File: src/rtl/dvi_data_enc.sv
// rtl/dvi_data_enc.sv - DVI 1.0 TMDS data/control encoder, 2-stage pipeline
module dvi_data_enc (
    input  logic       clk,
    input  logic       rst_n,
    input  logic [9:0] ch_in,
    input  logic       ch_de,
    output logic [9:0] ch_out
);

    localparam logic [9:0] CTL_SYM_00 = 10'b1101010100;
    localparam logic [9:0] CTL_SYM_01 = 10'b0010101011;
    localparam logic [9:0] CTL_SYM_10 = 10'b0101010100;
    localparam logic [9:0] CTL_SYM_11 = 10'b1010101011;

    function automatic logic [3:0] popcount8(input logic [7:0] d);
        logic [3:0] c;
        c = 4'd0;
        for (int i = 0; i < 8; i++) begin
            c = c + {3'b000, d[i]};
        end
        return c;
    endfunction

    // q[i] = d[0] ^ ... ^ d[i]; the XOR chain of the minimisation step
    function automatic logic [7:0] prefix_xor8(input logic [7:0] d);
        logic [7:0] q;
        q[0] = d[0];
        for (int i = 1; i < 8; i++) begin
            q[i] = q[i-1] ^ d[i];
        end
        return q;
    endfunction

    logic [7:0]        w_data;
    logic [1:0]        w_ctl;
    logic [3:0]        w_data_n1;
    logic              w_use_xnor;
    logic [8:0]        w_qm;

    logic              r_de0;
    logic [1:0]        r_ctl0;
    logic [8:0]        r_qm;
    logic signed [4:0] r_cnt;

    logic [3:0]        w_n1;
    logic signed [4:0] w_d10;
    logic signed [4:0] w_cnt_nxt;
    logic [9:0]        w_sym;

    assign w_data = ch_in[7:0];
    assign w_ctl  = ch_in[9:8];

    // Stage 0 transition minimisation; an XNOR chain equals the XOR chain with every odd bit inverted
    always_comb begin
        w_data_n1  = popcount8(w_data);
        w_use_xnor = (w_data_n1 > 4'd4) || ((w_data_n1 == 4'd4) && !w_data[0]);
        w_qm[7:0]  = prefix_xor8(w_data) ^ (w_use_xnor ? 8'b1010_1010 : 8'b0000_0000);
        w_qm[8]    = !w_use_xnor;
    end

    // Stage 0 pipeline register
    always_ff @(posedge clk or negedge rst_n) begin
        if (!rst_n) begin
            r_de0  <= 1'b0;
            r_ctl0 <= 2'b00;
            r_qm   <= 9'd0;
        end else begin
            r_de0  <= ch_de;
            r_ctl0 <= w_ctl;
            r_qm   <= w_qm;
        end
    end

    // Stage 1 DC balancing; w_d10 is n1-n0 = 2*n1-8, all sums stay in the signed 5-bit domain
    always_comb begin
        w_n1  = popcount8(r_qm[7:0]);
        w_d10 = $signed({w_n1, 1'b0}) - 5'sd8;
        if ((r_cnt == 5'sd0) || (w_n1 == 4'd4)) begin
            w_sym     = {!r_qm[8], r_qm[8], r_qm[8] ? r_qm[7:0] : ~r_qm[7:0]};
            w_cnt_nxt = r_qm[8] ? (r_cnt + w_d10) : (r_cnt - w_d10);
        end else if ((!r_cnt[4] && (w_n1 > 4'd4)) || (r_cnt[4] && (w_n1 < 4'd4))) begin
            w_sym     = {1'b1, r_qm[8], ~r_qm[7:0]};
            w_cnt_nxt = r_cnt + (r_qm[8] ? 5'sd2 : 5'sd0) - w_d10;
        end else begin
            w_sym     = {1'b0, r_qm[8], r_qm[7:0]};
            w_cnt_nxt = r_cnt + w_d10 - (r_qm[8] ? 5'sd0 : 5'sd2);
        end
    end

    // Stage 1 output register and running disparity; control periods restart balance from zero
    always_ff @(posedge clk or negedge rst_n) begin
        if (!rst_n) begin
            ch_out <= 10'h000;
            r_cnt  <= 5'sd0;
        end else if (r_de0) begin
            ch_out <= w_sym;
            r_cnt  <= w_cnt_nxt;
        end else begin
            r_cnt <= 5'sd0;
            case (r_ctl0)
                2'b00:   ch_out <= CTL_SYM_00;
                2'b01:   ch_out <= CTL_SYM_01;
                2'b10:   ch_out <= CTL_SYM_10;
                default: ch_out <= CTL_SYM_11;
            endcase
        end
    end

endmodule
File: config.mk
export PLATFORM = sky130hd
export DESIGN_NAME = dvi_data_enc
export DESIGN_NICKNAME = d
export VERILOG_FILES = /design/src/rtl/dvi_data_enc.sv
export SDC_FILE = /design/constraint.sdc
export NUM_CORES = 1
export LEC_CHECK = 0
export ABC_AREA = 0
export CAP_MARGIN = 40
export CORE_MARGIN = 3
export CORE_UTILIZATION = 29
export CTS_CLUSTER_DIAMETER = 50
export CTS_CLUSTER_SIZE = 28
export DETAILED_ROUTE_END_ITERATION = 10
export HOLD_SLACK_MARGIN = 0.03
export MAX_ROUTING_LAYER = met4
export SKIP_LAST_GASP = 1
export SYNTH_ARGS = -nofsm -noshare
export SYNTH_HDL_FRONTEND = slang
export SYNTH_SLANG_ARGS = --single-unit
File: constraint.sdc
create_clock -name clk -period 4.8 [get_ports clk]
set_input_delay 0.96 -clock clk [delete_from_list [all_inputs] [get_ports clk]]
set_output_delay 0.96 -clock clk [all_outputs]
set_load 0.005 [all_outputs]
# --- After elaboration in Yosys (flattened, before gate mapping) ---
# Cells that the tools add are included.
op_classes:
  n_eq_ne: 4
  magnitude_cmp: 3
  n_reduce_logical: 12
  bitwise: 9
  add_sub_neg: 20
  muxes: 12
ops:
  columns: ["op", "n"]
  rows:
  - ["$add A4 B1 Y4", 8]
  - ["$mux W10", 3]
  - ["$pmux W10 S3", 1]
  - ["$mux W5", 4]
  - ["$mux W8", 2]
  - ["$sub A5 B5 Y5", 2]
  - ["$add A3 B1 Y4", 2]
  - ["$eq A4 B3 Y1 const B", 2]
  - ["$gt A4 B3 Y1 const B", 2]
  - ["$not A8 Y8", 1]
  - ["$xor A8 B8 Y8", 1]
  - ["$xor A1 B1 Y1", 7]
  - ["$add A2 B1 Y3", 2]
  - ["$add A5 B3 Y5", 1]
  - ["$add A5 B5 Y5", 1]
  - ["$logic_not A5 Y1", 1]
  - ["$sub A5 B3 Y5", 1]
  - ["$sub A5 B5 Y5 const B", 1]
  - ["$add A1 B1 Y2", 2]
  - ["$logic_not A1 Y1", 4]
  - ["$lt A4 B3 Y1 const B", 1]
  - ["$mux W2", 2]
  - ["$logic_and A1 B1 Y1", 3]
  - ["$logic_or A1 B1 Y1", 3]
  - ["3 further kinds", 3]
word_totals:
  output_inout_bits: 10
  elab_cells: 65
  register_bits: 27
  input_bits: 13

# --- Longest topological paths before layout ---
# Gate-level depths: netlist of the first run.
depth:
  depth_word: 13
  mapped_depth: 16
  depth_no_buf: 16

# --- Worst setup path before layout of the first run ---
# Ideal clock, no wire load.
synth_timing:
  kind: "flip-flop to flip-flop"
  from: "register r_qm[0]"
  to: "register r_cnt[4]"
  path_slack_ps: 687
  synth_period_minus_slack_ps: 4113
  n_path_buf: 0
  setup_time_ps: 120
  required_time_ps: 4680
  path_stages_with_launch: 17
  t_arrival_ps: 3992
  path_cell_list: "dfrtp_1 -> inv_1 -> fa_1 -> fa_1 -> fa_1 -> inv_1 -> ha_1 -> xnor2_2 -> inv_1 -> ha_1 -> inv_1 -> ha_1 -> a21o_1 -> a21oi_1 -> xnor2_1 -> mux2_2 -> o211a_1"
synth_between:
  elab_chain_cells: 13
  word_cells_on_any_way: 23
  cone_classes: "add/sub (12); order compare (2); eq/ne (1); mux (4); reduce/logical (4)"
synth_lines:
  columns: ["element", "line", "source"]
  rows:
  - ["start, declared", "42", "logic [8:0] r_qm;"]
  - ["start signal, assigned", "70", "r_qm <= w_qm;"]
  - ["$add A1 B1 Y2 (*)", "19", "c = c + {3'b000, d[i]};"]
  - ["$add A2 B1 Y3 (*)", "19", null]
  - ["$add A3 B1 Y4 (*)", "19", null]
  - ["$add A4 B1 Y4 (*) (4 in series)", "19", null]
  - ["$sub A5 B5 Y5, or another cell as far along", "77", "w_d10 = $signed({w_n1, 1'b0}) - 5'sd8;"]
  - ["$add A5 B5 Y5 or $logic_and A1 B1 Y1 (tied branches)", "80, 86, 81", null]
  - ["$sub A5 B3 Y5 or $logic_or A1 B1 Y1 (tied branches)", "86, 81", null]
  - ["$mux W5", "81", "end else if ((!r_cnt[4] && (w_n1 > 4'd4)) || (r_cnt[4] && (w_n1 < 4'd4))) begin"]
  - ["$mux W5 (*)", "78", "if ((r_cnt == 5'sd0) || (w_n1 == 4'd4)) begin"]
  - ["$mux W5 (*)", "95", "end else if (r_de0) begin"]
  - ["end signal, assigned", "97", "r_cnt <= w_cnt_nxt;"]
  - ["end, declared", "43", "logic signed [4:0] r_cnt;"]
# Every way passes the cells marked *; elsewhere a longest branch is shown, timed or not.

# --- Worst setup path in the final report of the first run ---
layout_timing:
  from: "register r_qm[0]"
  to: "register ch_out[3]"
layout_between:
  elab_chain_cells: 13
  word_cells_on_any_way: 17
  cone_classes: "add/sub (7); order compare (2); eq/ne (1); mux (3); reduce/logical (4)"
layout_lines:
  columns: ["element", "line", "source"]
  rows:
  - ["$add A1 B1 Y2 (*)", "19", null]
  - ["$add A2 B1 Y3 (*)", "19", null]
  - ["$add A3 B1 Y4 (*)", "19", null]
  - ["$add A4 B1 Y4 (*) (4 in series)", "19", null]
  - ["$gt A4 B3 Y1 or $lt A4 B3 Y1 (tied branches)", "81", null]
  - ["$logic_and A1 B1 Y1", "81", null]
  - ["$logic_or A1 B1 Y1", "81", null]
  - ["$mux W10", "81", null]
  - ["$mux W10 (*)", "78", null]
  - ["$mux W10 (*)", "95", null]
  - ["end signal, assigned", "96", "ch_out <= w_sym;"]
  - ["end, declared", "7", "output logic [9:0] ch_out"]
# Marked as above.

==> impl_results.md, run 1 <==
- DRC viols: 0
- Most frequent cell after synthesis: inv_1
- Met1 Use GR: 13.6%
- Ports: 23
- Vias in the first global route: 1306
- Post-detail-place hpwl: 2800 um
- Slew HR: 55.9%
- Die Y-Extent: 89.3 um
- Initial DRC Count: 68
- Core region area: 0.00653 mm2
- Final Setup Violations: 0
- Final period utilization: 89.5%
- Ys flop type: dfrtp_1
- Clock transition at the registers of the reported paths: 90 ps
- Hold/Removal Path Class: flop to flop
- Nets: ~260
- Worst R2R Setup Slack: between 500 and 600 ps
- Most common library cells after synthesis: inv_1 (36), dfrtp_1 (26), ha_1 (24)
- Total negative slack: 0 ps
- Register area share after synthesis: between 30% and 40%
- Ranking of synthesized cells by area: dfrtp_1 (32%), ha_1 (15%), fa_1 (12%)
- Final Instance Count excl. Fillers: 284
- I/O Buffers: 22
- GRT met3 Usage: 2.21%
- Cts bufs inserted: 3
- CTS tree: yes
- Final Critical Period: 4300 ps
- Post-Syn Area: 0.00201 mm2
- Setup crit end kind: flop
- Max_cap viols: 0
- Worst-Skew Late Latency: around 270 ps
- Initial antenna violation count: 0
- Die width: 89.3 um
- Gr busiest metal: met2
- Final Core Density: 36.7%
- Remaining Overflow, GRT: 0
- PostCTS Resize Cnt: 0
- Number of diodes: 0
- Cell variety after synth: 31
- Share of layout cells above drive strength 1: 8.70%
- Wire length per cell: 12.2 um
- Total Die Area: 0.00798 mm2
- Slowest stage delay, CP: 560 ps
- Synth top area share: 32.3%
- Avg Inst Size Synth: ~11 um2
- Largest net degree at the start of global routing: 27
- Synthesis-to-finish area growth: 18.9%
- Mapped Nets: 231
- CTS Buffer Depth: 2
- Mapped Cells: approximately 180
- Placed cells: 280
- Total Wirelength: between 3000 and 4000 um
- Critical-path cell list: inv_1 -> fa_1 -> fa_1 -> fa_1 -> inv_1 -> ha_1 -> a21oi_1 -> xnor2_1 -> inv_1 -> ha_1 -> xor2_1 -> a31oi_2 -> mux2_4 -> xnor2_1 -> a21oi_1
- Run status: complete, no violations
- Critical path type: flop to flop
- Worst Path Max Fanout: 9
- Max Clock Skew: 4.19 ps
- Clock Sink Count: 26
- Max Clk Rate: 233 MHz
- Global Route Usage Sum: 9.94%
- Critical Path RT: 4930 ps
- Worst path bufs/invs: 3
- Routability cong.: 0.798
- DR vias: 1250
- Yosys top cell by area: dfrtp_1
- CTS Root Cell: clkbuf_8
- Slowest-stage cell, CP: fa_1
- Synth warn: 0
- EDFF count, synth: 0
- H-tree depth: 1
- Slew Viols, Final: 0
- CTS Hold Bufs: 0
- Ys async rst share: 100%
- RSZ-0062 raised after global routing: no
- First-pass GRT wire length: 5970 um
- Detail Route Antenna Nets: 0
- 1st-pass router iterations: 4
- CP delay by family, top: adder cells
- Post-CTS setup buffers: 0
- Flops & latches, synth: 26
- Hold Violations, Final: 0
- Startpoint Class: flop
- Initial core utilization: 30.8%
- FP Rows: 29
- Met2 Track Usage GR: 15.1%
- Slew @ Worst Pin: 656 ps
- Vias per cell: 4.40
- CP arrival: around 4400 ps
[stage by stage]
step | area [um2] | hold WS [ps] | setup slack (ps)
global route | 2390 | 624 | 266
detailed placement | 2320 | 577 | 355
floorplan | 2010 | 546 | 687
global placement | 2320 | 575 | 422
CTS | 2390 | 593 | 454
finish | 2390 | 591 | 504
[worst reg2reg max path, stage by stage, from the launching register on]
cell,delay [ps]
dfrtp_1,380
inv_1,70
fa_1,560
fa_1,430
fa_1,490
inv_1,50
ha_1,170
a21oi_1,220
xnor2_1,280
inv_1,130
ha_1,230
xor2_1,170
a31oi_2,400
mux2_4,340
xnor2_1,140
a21oi_1,80
[layout make-up]
class | count | area, um2
clock buffers | 3 | 41.3
well taps | 77 | 96.3
flip-flops and latches | 26 | 651
clock inverters | 1 | 30.0
fillers | 680 | 4140
multi-input cells | 116 | 1200
repair buffers | 25 | 243
inverters | 36 | 135
[state kept, by name, indices dropped and copies added (netlist names)]
name	flops
ch_out	10
r_cnt	4
r_ctl0	2
r_de0	1
r_qm	9
[placed cells by master (no fill, tap or decap), types with 2 or more instances in the layout]
master           count
a21o_1               2
a21oi_1             13
buf_4                3
clkbuf_8             3
clkdlybuf4s50_1     22
dfrtp_1             26
fa_1                12
ha_1                24
inv_1               36
mux2i_1              2
nand2_1              7
nand2b_1             2
nor2_1               3
nor3_1               2
o211a_1              4
o21ai_0              2
xnor2_1             18
xnor2_2              5
xor2_1               7
[cell families (layout without fill, tap and decap cells)]
group	Yosys count	count (layout)	synth area share (%)
xor+xnor	32	32	17.2
flops	26	26	32.3
mux	4	4	2.30
buf+inv	40	65	8.20
simple gates	16	16	3.73
compound gates	28	28	9.44
fa+ha+maj	36	36	26.8
[final timing paths]
| path | startpoint | endpoint | cells past startpoint |
|---|---|---|---|
| worst max-delay path | r_qm[0] | ch_out[3] | 15 |
| worst min-delay path | r_qm[3] | ch_out[3] | 2 |
| worst max register to register | r_qm[0] | ch_out[3] | 15 |
| worst min register to register | r_qm[3] | ch_out[3] | 2 |
| max in group asynchronous | rst_n | ch_out[7] | 2 |
| min in group asynchronous | rst_n | r_cnt[2] | 2 |
[per-layer routing]
metal	part of all wire, %	routed length [um]	vias up
li1	-	-	625
met1	52	1780	598
met2	44	1540	25
met3	3.2	109	2
met4	0.75	26	0
met5	0	0	-
Power of run 1 is not shown: default switching activity piles up to over one toggle a cycle in this logic, so the estimate is an artifact.
==> inputs of run 2 (changes only) <==
--- a/config.mk
+++ b/config.mk
@@ -8,12 +8,14 @@
 export ABC_AREA = 0
 export CAP_MARGIN = 40
 export CORE_MARGIN = 3
-export CORE_UTILIZATION = 29
+export CORE_UTILIZATION = 56
 export CTS_CLUSTER_DIAMETER = 50
 export CTS_CLUSTER_SIZE = 28
 export DETAILED_ROUTE_END_ITERATION = 10
 export HOLD_SLACK_MARGIN = 0.03
 export MAX_ROUTING_LAYER = met4
+export PLACE_DENSITY = 0.8
+export REMOVE_ABC_BUFFERS = 1
 export SKIP_LAST_GASP = 1
 export SYNTH_ARGS = -nofsm -noshare
 export SYNTH_HDL_FRONTEND = slang
==> run 2 against run 1 <==
Utilization is 32 points higher. Register-to-register slack worse by 130 ps. Sequential share of layout area is 0.76 points higher.
==> impl_results.md, run 2 (synthesis gave the netlist of run 1 again) <==
- DR vias: 1252
- Startpoint Class: flop
- Wire length per cell: 13.1 um
- Hold Violations, Final: 0
- R2R cell count: 16
- CTS Root Cell: clkbuf_4
- Slew HR: a little over half
- I/O Buffers: 22
- CP arrival: 4650 ps
- CP delay by family, top: adder cells
- Detail Route Antenna Nets: 0
- Gr busiest metal: met2
- Met2 Track Usage GR: 30.9%
- Initial DRC Count: 87
- Largest register FFs: 10
- Critical Path RT: 5020 ps
- Met1 Use GR: 20.4%
- Global Route Usage Sum: 16.9%
- Hold Crit Start: r_qm[1]
- Most frequent cells in the layout: inv_1 (36), dfrtp_1 (26), ha_1 (24)
- Initial core utilization: 59.4%
- Worst path bufs/invs: 4
- Cts bufs inserted: 3
- Largest net degree at the start of global routing: 18
- Final Setup Violations: 0
- Vias in the first global route: 1309
- Worst-Skew Late Latency: a little over 300 ps
- CTS Buffer Depth: 2
- Initial antenna violation count: 0
- Core region area: around 0.0034 mm2
- Fill count: 246
- Routability cong.: 0.880
- Slowest stage delay, CP: 550 ps
- Synthesis-to-finish area growth: 15.7%
- Worst Path Max Fanout: 6
- Total Die Area: 0.00435 mm2
- Final Instance Count excl. Fillers: approximately 250
- Max_cap viols: 0
- Max Clock Skew: 1.90 ps
- Run status: complete, no violations
- GRT met3 Usage: 2.21%
- Slew @ Worst Pin: approximately 700 ps
- 1st-pass router iterations: 4
- PostCTS Resize Cnt: 0
- Min-Delay Path Depth: 2
- Share of layout cells above drive strength 1: 7.80%
- Slowest-stage cell, CP: fa_1
- Top reg by flops: ch_out
- Setup crit end kind: flop
- Total Wirelength: 3300 um
- CTS Hold Bufs: 0
- Critical-path cell list: inv_1 -> fa_1 -> fa_1 -> fa_1 -> inv_1 -> ha_1 -> xnor2_2 -> inv_1 -> ha_1 -> inv_1 -> ha_1 -> a21o_1 -> a21oi_1 -> xnor2_1 -> mux2_2 -> o211a_1
- Hold/Removal Path Class: flop to flop
- FP Rows: 21
- H-tree depth: 1
- Total negative slack: 0 ps
- Post-detail-place hpwl: 2750 um
- CTS tree: yes
- Die width: 66.0 um
- Number of diodes: 0
- Clock transition at the registers of the reported paths: 130 ps
- Nets: 255
- Biggest regs: ch_out (10), r_qm (9), r_cnt (4)
- Final Critical Period: 4430 ps
- Post-CTS setup buffers: 0
- Final period utilization: between 90 and 100%
- Ports: 23
- Placed cells: 247
- WP depth: 16
- Slew Viols, Final: 0
- Worst setup path start: r_qm[0]
- DRC viols: 0
- Clock Sink Count: 26
- Worst R2R Setup Slack: 370 ps
- RSZ-0062 raised after global routing: no
- Die Y-Extent: 66.0 um
- Commonest non-fill, non-tap cell in the layout: inv_1
- Vias per cell: 4.99
- First-pass GRT wire length: 5600 um
- CP most frequent cell: inv_1
- Max Clk Rate: 226 MHz
- Remaining Overflow, GRT: 0
- Final Core Density: 68.7%
- Critical path type: flop to flop
- R2r startpoint: r_qm[0]
[run 2: changes by cell type in the layout (fill, tap and decap cells not counted), sizes merged]
cell | previous run | this run
buf | 3 | 1
[run 2: routing by layer]
metal / up-vias / share of wire, %
met5: - / 0
met4: 0 / 0.52
met3: 2 / 3.9
met2: 28 / 52
met1: 603 / 44
li1: 619 / -
[run 2: per-stage QoR]
step	instance area, um2	hold slack (ps)	setup slack (ps)
after floorplan	1980	546	687
after global placement	2260	574	251
after detailed placement	2280	585	104
after CTS	2330	607	371
after global routing	2330	637	217
final	2330	601	374
[run 2: worst paths after layout]
kind	end
max in group asynchronous	r_qm[8]
worst max register to register	r_cnt[4]
min in group asynchronous	r_cnt[2]
worst max-delay path	r_cnt[4]
worst min-delay path	ch_out[1]
worst min register to register	ch_out[1]
[run 2: worst min-delay path, stage by stage, from the launching register on]
cell and delay [ps]:
dfrtp_1 380, xnor2_1 130, a21oi_1 70
[run 2: cell type report]
type                            instances  area [um2]  share of cell area, %
Inverter                               36         135                   5.80
Sequential cell                        26         651                   27.9
Tap cell                               46        57.6                   2.47
Clock buffer                            3        22.5                  0.967
Timing Repair Buffer                   23         235                   10.1
Multi-Input combinational cell        116        1200                   51.5
Clock inverter                          1        30.0                   1.29
Power of run 2 is left out for the same reason.
